==> config.mk <==
export PLATFORM = sky130hd
export DESIGN_NAME = fetch_sequencer
export DESIGN_NICKNAME = d
export VERILOG_FILES = /design/src/rtl/fetch_sequencer_pkg.sv /design/src/rtl/fetch_sequencer_branch_resolve.sv /design/src/rtl/fetch_sequencer.sv
export SDC_FILE = /design/constraint.sdc
export NUM_CORES = 1
export LEC_CHECK = 0
export BUFFER_PORTS_ARGS = -buffer_cell sky130_fd_sc_hd__buf_2
export CAP_MARGIN = 0
export CORE_AREA = 10 10 121 123
export DETAILED_ROUTE_END_ITERATION = 12
export DIE_AREA = 0 0 131 133
export HOLD_SLACK_MARGIN = 0.06
export PLACE_DENSITY = 0.92
export SLEW_MARGIN = 25
export SYNTH_ARGS = -nofsm -noshare
export SYNTH_HDL_FRONTEND = slang
export SYNTH_SLANG_ARGS = --single-unit
==> constraint.sdc <==
create_clock -name CLK -period 4.9 [get_ports CLK]
set_input_delay 0.245 -clock CLK [delete_from_list [all_inputs] [get_ports CLK]]
set_output_delay 0.245 -clock CLK [all_outputs]
set_load 0.01 [all_outputs]
==> src/rtl/fetch_sequencer_pkg.sv <==
// Shared types and constants for the instruction-fetch sequencer.
// Optional feature macro: FETCH_PERF_CNT_EN (performance counters in the top).
package fetch_sequencer_pkg;

    // Fetch controller states
    typedef enum logic [1:0] {
        StIdle  = 2'b00,
        StReq   = 2'b01,
        StWait  = 2'b10,
        StValid = 2'b11
    } fetch_state_e;

    // Execute-stage branch encodings; 2'b11 is reserved and never taken
    localparam logic [1:0] BR_NONE = 2'b00;
    localparam logic [1:0] BR_BEQ  = 2'b01;
    localparam logic [1:0] BR_BNE  = 2'b10;

    // Default configuration
    localparam logic [31:0] DEFAULT_RESET_VECTOR = 32'h0000_0000;
    localparam int unsigned DEFAULT_PC_STEP      = 4;
    localparam int unsigned DEFAULT_OFFSET_W     = 8;

endpackage

==> src/rtl/fetch_sequencer_branch_resolve.sv <==
// Combinational branch resolution: decides whether the control instruction
// presented by execute redirects fetch, and computes the redirect target.
module fetch_sequencer_branch_resolve
    import fetch_sequencer_pkg::*;
#(
    parameter int unsigned OFFSET_W = DEFAULT_OFFSET_W
) (
    input  logic                br_valid_i,
    input  logic [31:0]         br_pc_i,
    input  logic [1:0]          branch_i,
    input  logic                jump_i,
    input  logic                zero_i,
    input  logic [OFFSET_W-1:0] branch_offset_i,
    output logic                taken_o,
    output logic [31:0]         target_o
);

    logic [31:0] offset_ext;
    logic        unused_br_pc_lsb;

    // The low PC bits are forced to a word boundary, so they never matter
    assign unused_br_pc_lsb = ^br_pc_i[1:0];

    // Word offset, sign-extended and scaled to bytes
    assign offset_ext = {{(30 - OFFSET_W){branch_offset_i[OFFSET_W-1]}}, branch_offset_i, 2'b00};

    // Target relative to the instruction following the branch, modulo 2^32
    assign target_o = {br_pc_i[31:2], 2'b00} + 32'd4 + offset_ext;

    // Taken decision: jump wins, otherwise condition on the zero flag
    always_comb begin
        taken_o = 1'b0;
        if (br_valid_i) begin
            if (jump_i) begin
                taken_o = 1'b1;
            end else begin
                case (branch_i)
                    BR_BEQ:  taken_o = zero_i;
                    BR_BNE:  taken_o = ~zero_i;
                    default: taken_o = 1'b0;
                endcase
            end
        end
    end

endmodule

==> src/rtl/fetch_sequencer.sv <==
// Instruction-fetch sequencer: owns the PC, issues instruction-cache reads,
// holds the fetched instruction until decode accepts it, and applies
// execute-stage redirects. Redirects arriving while a read is outstanding are
// parked until that read completes, then the returned data is dropped.
// Optional feature macro: FETCH_PERF_CNT_EN adds STALL_CYCLES/REDIRECT_COUNT.
module fetch_sequencer
    import fetch_sequencer_pkg::*;
#(
    parameter logic [31:0] RESET_VECTOR = DEFAULT_RESET_VECTOR,
    parameter int unsigned PC_STEP      = DEFAULT_PC_STEP,
    parameter int unsigned OFFSET_W     = DEFAULT_OFFSET_W
) (
    input  logic                CLK,
    input  logic                RESET,
    output logic                IC_READ,
    output logic [31:0]         IC_ADDR,
    input  logic [31:0]         IC_INSTR,
    input  logic                IC_BUSYWAIT,
    output logic [31:0]         INSTR,
    output logic                INSTR_VALID,
    input  logic                STALL,
    output logic [31:0]         PC_OUT,
    input  logic                BR_VALID,
    input  logic [31:0]         BR_PC,
    input  logic [1:0]          BRANCH,
    input  logic                JUMP,
    input  logic                ZERO,
    input  logic [OFFSET_W-1:0] BRANCH_OFFSET
`ifdef FETCH_PERF_CNT_EN
    ,
    output logic [31:0]         STALL_CYCLES,
    output logic [15:0]         REDIRECT_COUNT
`endif
);

    localparam logic [31:0] PcStep = 32'(PC_STEP);

    fetch_state_e state_q, state_d;
    logic [31:0]  pc_q, pc_d;
    logic [31:0]  instr_q, instr_d;
    logic         instr_valid_q, instr_valid_d;
    logic         ic_read_q, ic_read_d;
    logic         pend_valid_q, pend_valid_d;
    logic [31:0]  pend_target_q, pend_target_d;

    logic         br_taken;
    logic [31:0]  br_target;

    fetch_sequencer_branch_resolve #(
        .OFFSET_W (OFFSET_W)
    ) u_branch_resolve (
        .br_valid_i      (BR_VALID),
        .br_pc_i         (BR_PC),
        .branch_i        (BRANCH),
        .jump_i          (JUMP),
        .zero_i          (ZERO),
        .branch_offset_i (BRANCH_OFFSET),
        .taken_o         (br_taken),
        .target_o        (br_target)
    );

    // Next-state, PC, instruction capture and pending-redirect bookkeeping
    always_comb begin
        state_d       = state_q;
        pc_d          = pc_q;
        instr_d       = instr_q;
        instr_valid_d = instr_valid_q;
        pend_valid_d  = pend_valid_q;
        pend_target_d = pend_target_q;

        case (state_q)
            // Redirects are ignored until the first request goes out
            StIdle: begin
                state_d = StReq;
            end

            StReq: begin
                state_d = StWait;
                if (br_taken) begin
                    pend_valid_d  = 1'b1;
                    pend_target_d = br_target;
                end
            end

            StWait: begin
                if (IC_BUSYWAIT) begin
                    // Newest taken redirect overwrites any older parked one
                    if (br_taken) begin
                        pend_valid_d  = 1'b1;
                        pend_target_d = br_target;
                    end
                end else if (br_taken) begin
                    pc_d         = br_target;
                    pend_valid_d = 1'b0;
                    state_d      = StReq;
                end else if (pend_valid_q) begin
                    pc_d         = pend_target_q;
                    pend_valid_d = 1'b0;
                    state_d      = StReq;
                end else begin
                    instr_d       = IC_INSTR;
                    instr_valid_d = 1'b1;
                    state_d       = StValid;
                end
            end

            StValid: begin
                // A redirect flushes the held instruction even under stall
                if (br_taken) begin
                    pc_d          = br_target;
                    instr_valid_d = 1'b0;
                    state_d       = StReq;
                end else if (!STALL) begin
                    pc_d          = pc_q + PcStep;
                    instr_valid_d = 1'b0;
                    state_d       = StReq;
                end
            end

            default: begin
                state_d = StIdle;
            end
        endcase

        // Read request registered from the state being entered
        ic_read_d = (state_d == StReq) || (state_d == StWait);
    end

    // State register with synchronous active-low reset
    always_ff @(posedge CLK) begin
        if (!RESET) begin
            state_q       <= StIdle;
            pc_q          <= RESET_VECTOR;
            instr_q       <= 32'h0;
            instr_valid_q <= 1'b0;
            ic_read_q     <= 1'b0;
            pend_valid_q  <= 1'b0;
            pend_target_q <= 32'h0;
        end else begin
            state_q       <= state_d;
            pc_q          <= pc_d;
            instr_q       <= instr_d;
            instr_valid_q <= instr_valid_d;
            ic_read_q     <= ic_read_d;
            pend_valid_q  <= pend_valid_d;
            pend_target_q <= pend_target_d;
        end
    end

    assign IC_READ     = ic_read_q;
    assign IC_ADDR     = pc_q;
    assign PC_OUT      = pc_q;
    assign INSTR       = instr_q;
    assign INSTR_VALID = instr_valid_q;

`ifdef FETCH_PERF_CNT_EN
    logic [31:0] stall_cycles_q, stall_cycles_d;
    logic [15:0] redirect_count_q, redirect_count_d;
    logic        stall_event;
    logic        redirect_event;

    // Cycles lost to cache misses or to decode back-pressure
    assign stall_event = ((state_q == StWait) && IC_BUSYWAIT) ||
                         ((state_q == StValid) && STALL);

    // Taken redirects accepted by the sequencer (IDLE drops them)
    assign redirect_event = br_taken && (state_q != StIdle);

    // Saturating counter increments
    always_comb begin
        stall_cycles_d   = stall_cycles_q;
        redirect_count_d = redirect_count_q;
        if (stall_event && (stall_cycles_q != '1)) begin
            stall_cycles_d = stall_cycles_q + 32'd1;
        end
        if (redirect_event && (redirect_count_q != '1)) begin
            redirect_count_d = redirect_count_q + 16'd1;
        end
    end

    // Counter registers, cleared by reset
    always_ff @(posedge CLK) begin
        if (!RESET) begin
            stall_cycles_q   <= 32'h0;
            redirect_count_q <= 16'h0;
        end else begin
            stall_cycles_q   <= stall_cycles_d;
            redirect_count_q <= redirect_count_d;
        end
    end

    assign STALL_CYCLES   = stall_cycles_q;
    assign REDIRECT_COUNT = redirect_count_q;
`endif

endmodule
======== Word-level counts from Yosys, hierarchy flattened ========
Index checks and enable logic that the tools add are counted.
word-level totals
  flip-flop bits (word level) ............. 101
  bits in latches ......................... 0
  bits in writable memories ............... 0
  bits in read-only memories .............. 0
  input port bits ......................... 81
  word-level logic and storage cells ...... 62
  memories kept ........................... 0
cells by class
  add/sub/neg operators ................... 3
  multipliers ............................. 0
  divide/modulo/power cells ............... 0
  magnitude comparators ................... 0
  equal/unequal tests ..................... 13
  shifts and indexed selects .............. 0
  mux-type cells .......................... 27
  bitwise operators ....................... 4
  reductions and logical operators ........ 8
operators with widths
  cell                                                 number
  2-to-1 mux 32 bit                                    7
  one-hot mux 32 bit (2 select lines)                  2
  adder 32 x 3 -> 32 bit, second input constant        2
  adder 32 bit                                         1
  2-to-1 mux 2 bit                                     5
  2-to-1 mux 1 bit                                     9
  equality test 2 bit, second input constant           4
  inequality test 2 bit, second input constant         4
  one-hot mux 2 bit (4 select lines)                   1
  AND reduction 4 bit                                  2
  equality test 2 x 1 -> 1 bit, second input constant  3
  inequality test 3 bit, second input constant         2
  one-hot mux 1 bit (2 select lines)                   3
  AND reduction 5 bit                                  1
  NOT 1 bit                                            4
  nonzero test 2 bit                                   2
  zero test 2 bit                                      1
  AND reduction 2 bit                                  1
  logical OR 1 bit                                     1

======== Logic depth before layout (Yosys ltp) ========
  word-level depth ........................ 9
  mapped depth ............................ 13
  mapped depth without buffers ............ 13

======== Modules after synthesis ========
From an unflattened synthesis, not the netlist that was laid out.
unflattened totals
  cells, all modules ...................... 926
  area total of the unflattened synthesis .. 7000.5 µm²
by module, submodules not included
  module                          instances  cells each  area each (µm²)
  fetch_sequencer                 1          688         5129.9
  fetch_sequencer_branch_resolve  1          238         1870.5

======== Worst setup path after synthesis ========
OpenSTA, ideal clock, no wires.
  path type ............................... input port to flip-flop
  start point ............................. input BR_PC[3]
  end point ............................... register pc_q[21], in the netlist IC_ADDR[21]
  data arrival time ....................... 2802 ps
  required time ........................... 4821 ps
  setup slack ............................. 2019 ps
  stages .................................. 11
  buffers on the path ..................... 0
  cells stage by stage .................... ha_1 ha_1 fa_1 a211oi_1 o21ai_2 a21oi_1 o21a_1 nor2_1 or3_1 o21ba_1 a211oi_2
on the way
  longest elaborated chain between the ends .. 5
  elaborated cells on any way between the ends .. 6
ends and longest elaborated chain
  what                                     line                                  text
  start: declaration                       fetch_sequencer.sv:24                 input logic [31:0] BR_PC,
  adder 32 x 3 -> 32 bit (*)               fetch_sequencer_branch_resolve.sv:28  assign target_o = {br_pc_i[31:2], 2'b00} + 32'd4 + offset_ext;
  adder 32 bit (*)                         fetch_sequencer_branch_resolve.sv:28
  2-to-1 mux 32 bit                        fetch_sequencer.sv:92                 end else if (br_taken) begin
  2-to-1 mux 32 bit                        fetch_sequencer.sv:86                 if (IC_BUSYWAIT) begin
  one-hot mux 32 bit (2 select lines) (*)  fetch_sequencer.sv:71                 case (state_q)
  end signal: assignment                   fetch_sequencer.sv:141                pc_q <= pc_d;
  end: declaration                         fetch_sequencer.sv:39                 logic [31:0] pc_q, pc_d;
Every way passes the cells marked *; elsewhere a longest branch is shown, timed or not. The select of a mux whose other input is x is not followed.
A chain may end at the register's enable or synchronous reset.

======== Worst setup path in the final report ========
  start point ............................. register state_q[1]
  end point ............................... register pc_q[10], in the netlist IC_ADDR[10]
on the way
  longest elaborated chain between the ends .. 3
  elaborated cells on any way between the ends .. 8
ends and longest elaborated chain
  what                                                           line                    text
  start: declaration                                             fetch_sequencer.sv:38   fetch_state_e state_q, state_d;
  start signal: assignment                                       fetch_sequencer.sv:132  state_q <= StIdle;
  start signal: assignment                                       fetch_sequencer.sv:140  state_q <= state_d;
  equality test 2 bit                                            fetch_sequencer.sv:71
  inequality test 3 bit (no line), or another cell as far along  --
  AND reduction 4 bit (no line)                                  --
Parallel ways exist; a longest one is shown, timed or not.

==> impl_metrics.tcl <==
set metrics [dict create \
    status "completed" \
    syn_to_final_growth_pct 14.6 \
    rsz0062_at_grt "no" \
    worstPathMaxFanout 21 \
    ios 179 \
    ant_nets 0 \
    yosysUniqueCellTypes 75 \
    end_kind "register" \
    power.switching_mw 0.910 \
    first_global_vias 6935 \
    drcViolationCount 0 \
    ys_ff_latch 101 \
    core_area_mm2 0.0124 \
    dieWidth_um 131 \
    crit_required_ns 5.19 \
    hold_class "input pin to register" \
    register_area_mm2 0.00202 \
    synthTopCellsByArea "dfxtp_1 29%, ha_1 11%, a21oi_1 9.1%" \
    syn_nets 1056 \
    routed_wirelength_um 20800 \
    synth_cells 912 \
    vias 7153 \
    reg2reg_depth 8 \
    fillers 1052 \
    tightestPinTransition_ns 0.888 \
    yosys.area.top_type_share_pct 29.2 \
    path_clk_slew_ns 0.07 \
    placedCellCount 1181 \
    whs_path_depth 3 \
    cts_resized 0 \
    mostFrequentLayoutCells "176 x buf_2, 157 x nand2_1, 125 x a21oi_1" \
    setup-tns-final_ns 0 \
    cts_tree "yes" \
    fmax_mhz 327 \
    comb_power_share_pct 32.3 \
    seq_power_share_pct 38.5 \
    hpwl_um 15000 \
    fin_skew_ns 0.00687 \
    synth.yosys.seq_area_share_pct 29.2 \
    peakVddDrop_mv 0.183 \
    synth-main-ff-cell "dfxtp_1" \
    max_cap_violations 0 \
    synth_warnings 0 \
    maxSlewViolCount 0 \
    gr-total-overflow 0 \
    numCtsBuffers 9 \
    track_usage_pct 23.3 \
    power.leakage_nw 3.47 \
    setup_viol_count_final 0 \
    wl_per_cell_um 17.4 \
    cts-htree-levels 3 \
    max_slew_margin_pct 40.6 \
    power_frac_clock_pct 29.2 \
    fin_cells 1197 \
    place_congestion 0.884 \
    crit_arrival_ns 3.35 \
    numClockSinks 101 \
    drt_first_pass_iters 6 \
    final_common_cell "buf_2" \
    multi_input_area_mm2 0.00443 \
    io_buffer_count 176 \
    grt_pass1_wl_um 34000 \
    grt_max_degree 55 \
    clock_tree.root_cell "clkbuf_16" \
    drt_iter0_drc 661 \
    drive_gt1_share_pct 21.7 \
    p_per_area_mw_per_mm2 311 \
    async_flop_share_pct 0 \
    switching_share_pct 36.9 \
    initial_utilization_pct 56.0 \
    hold_buffers 0 \
    finalHoldViolations 0 \
    worstSetupPathType "register to register" \
    die_area_mm2 0.0174 \
    period_needed_ns 3.05 \
    postCtsSetupBuffers 0 \
    antenna_found_initial 0 \
    chipHeight_um 133 \
    nets 1164 \
    row_count 41 \
    diodes 0 \
    clock_path_buffers 2 \
    synth-edff-count 0 \
    netlist_area_mm2 0.00693 \
    clock_latency_ns 0.36 \
    detail_route.vias_per_cell 5.98 \
    critPathLaunchType "register" \
    finalCritPeriodShare_pct 62.3 \
    synth.largest_area_cell "dfxtp_1" \
    synth.avg_cell_area_um2 7.60 \
    p_int_mw 1.56 \
]
final cells by class:
| type | count | share of cell area (%) |
|---|---|---|
| flip-flops and latches | 101 | 25.5 |
| clock buffers | 10 | 3.01 |
| repair buffers | 181 | 11.6 |
| inverters | 15 | 0.709 |
| well taps | 172 | 2.71 |
| clock inverters | 6 | 0.756 |
| multi-input cells | 712 | 55.8 |
worst paths after layout:
check	start	endpoint	slack, ns
hold reg to reg	INSTR[1]$_SDFFE_PN0P_	INSTR[1]$_SDFFE_PN0P_	0.45
hold / removal	IC_INSTR[21]	INSTR[21]$_SDFFE_PN0P_	0.12
setup reg to reg	state_q[1]$_SDFF_PN0_	IC_ADDR[10]$_SDFFE_PN0P_	1.85
setup / recovery	state_q[1]$_SDFF_PN0_	IC_ADDR[10]$_SDFFE_PN0P_	1.85
metal layers:
| metal | part of all wire [%] | track usage, % | wire length, um |
|---|---|---|---|
| met5 | 0 | 0 | 0 |
| met4 | 1.9 | 6.67 | 400 |
| met3 | 10 | 5.59 | 2180 |
| met2 | 48 | 38.5 | 9900 |
| met1 | 40 | 29.2 | 8330 |
sequential cells by signal, indices dropped and copies added, names as in the netlist:
name	flops
IC_ADDR	32
IC_READ	1
INSTR	32
INSTR_VALID	1
pend_target_q	32
pend_valid_q	1
state_q	2
cell families (layout without fill, tap and decap cells):
logic type                 Yosys count  in the layout  share of synthesized area, %
DFF                                101            101                          29.2
muxes                                4              4                         0.596
xor gates and xnor gates            32             32                          4.05
adders and majority gates           63             63                          11.5
buffers and inverters               99            212                          7.23
AOI/OAI and AO/OA                  294            294                          25.8
and+or+nand+nor                    319            319                          21.7
stage by stage:
stage	power (mW)	setup WS [ns]	hold slack [ns]	utilization (%)	cell area [um^2]
6_report	2.47	1.85	0.117	64.2	7940
5_1_grt	2.60	1.65	0.116	64.2	7940
4_1_cts	2.46	1.89	0.117	64.2	7940
3_5_place_dp	1.74	1.63	0.443	61.8	7640
3_3_place_gp	1.72	1.68	0.437	61.7	7630
2_1_floorplan	1.52	2.02	0.381	-	6930
synth_stat cells, drive strengths merged (4+ instances only):
cell	instances
nand2	160
a21oi	126
dfxtp	101
o21ai	65
ha	62
nor2	48
clkbuf	43
buf	41
nand3	28
xnor2	20
nand4	15
and3	14
inv	14
xor2	12
a211oi	11
a31oi	11
nor2b	9
nor3	9
o31ai	9
a21o	8
a221oi	7
and2	7
o211ai	7
a22oi	5
nor4	5
o21a	5
o21bai	5
a21boi	4
nor3b	4
o221ai	4
or3	4
power groups by stage:
stage	Clock [mW]	Combinational (mW)	Sequential, mW
2_1_floorplan	0	0.553	0.969
3_3_place_gp	0	0.755	0.963
3_5_place_dp	0	0.775	0.966
4_1_cts	0.726	0.783	0.948
5_1_grt	0.764	0.881	0.959
6_report	0.721	0.796	0.951
critical path: stages (launching register included):
cell and delay (ns):
dfxtp_1 0.41, ha_1 0.72, o221ai_1 0.27, a21oi_2 0.64, buf_4 0.37, nand2_1 0.20, a21oi_1 0.19, o21ai_0 0.10
o21ai_0 0.08
No activity file was read; power rests on OpenSTA's default activity.
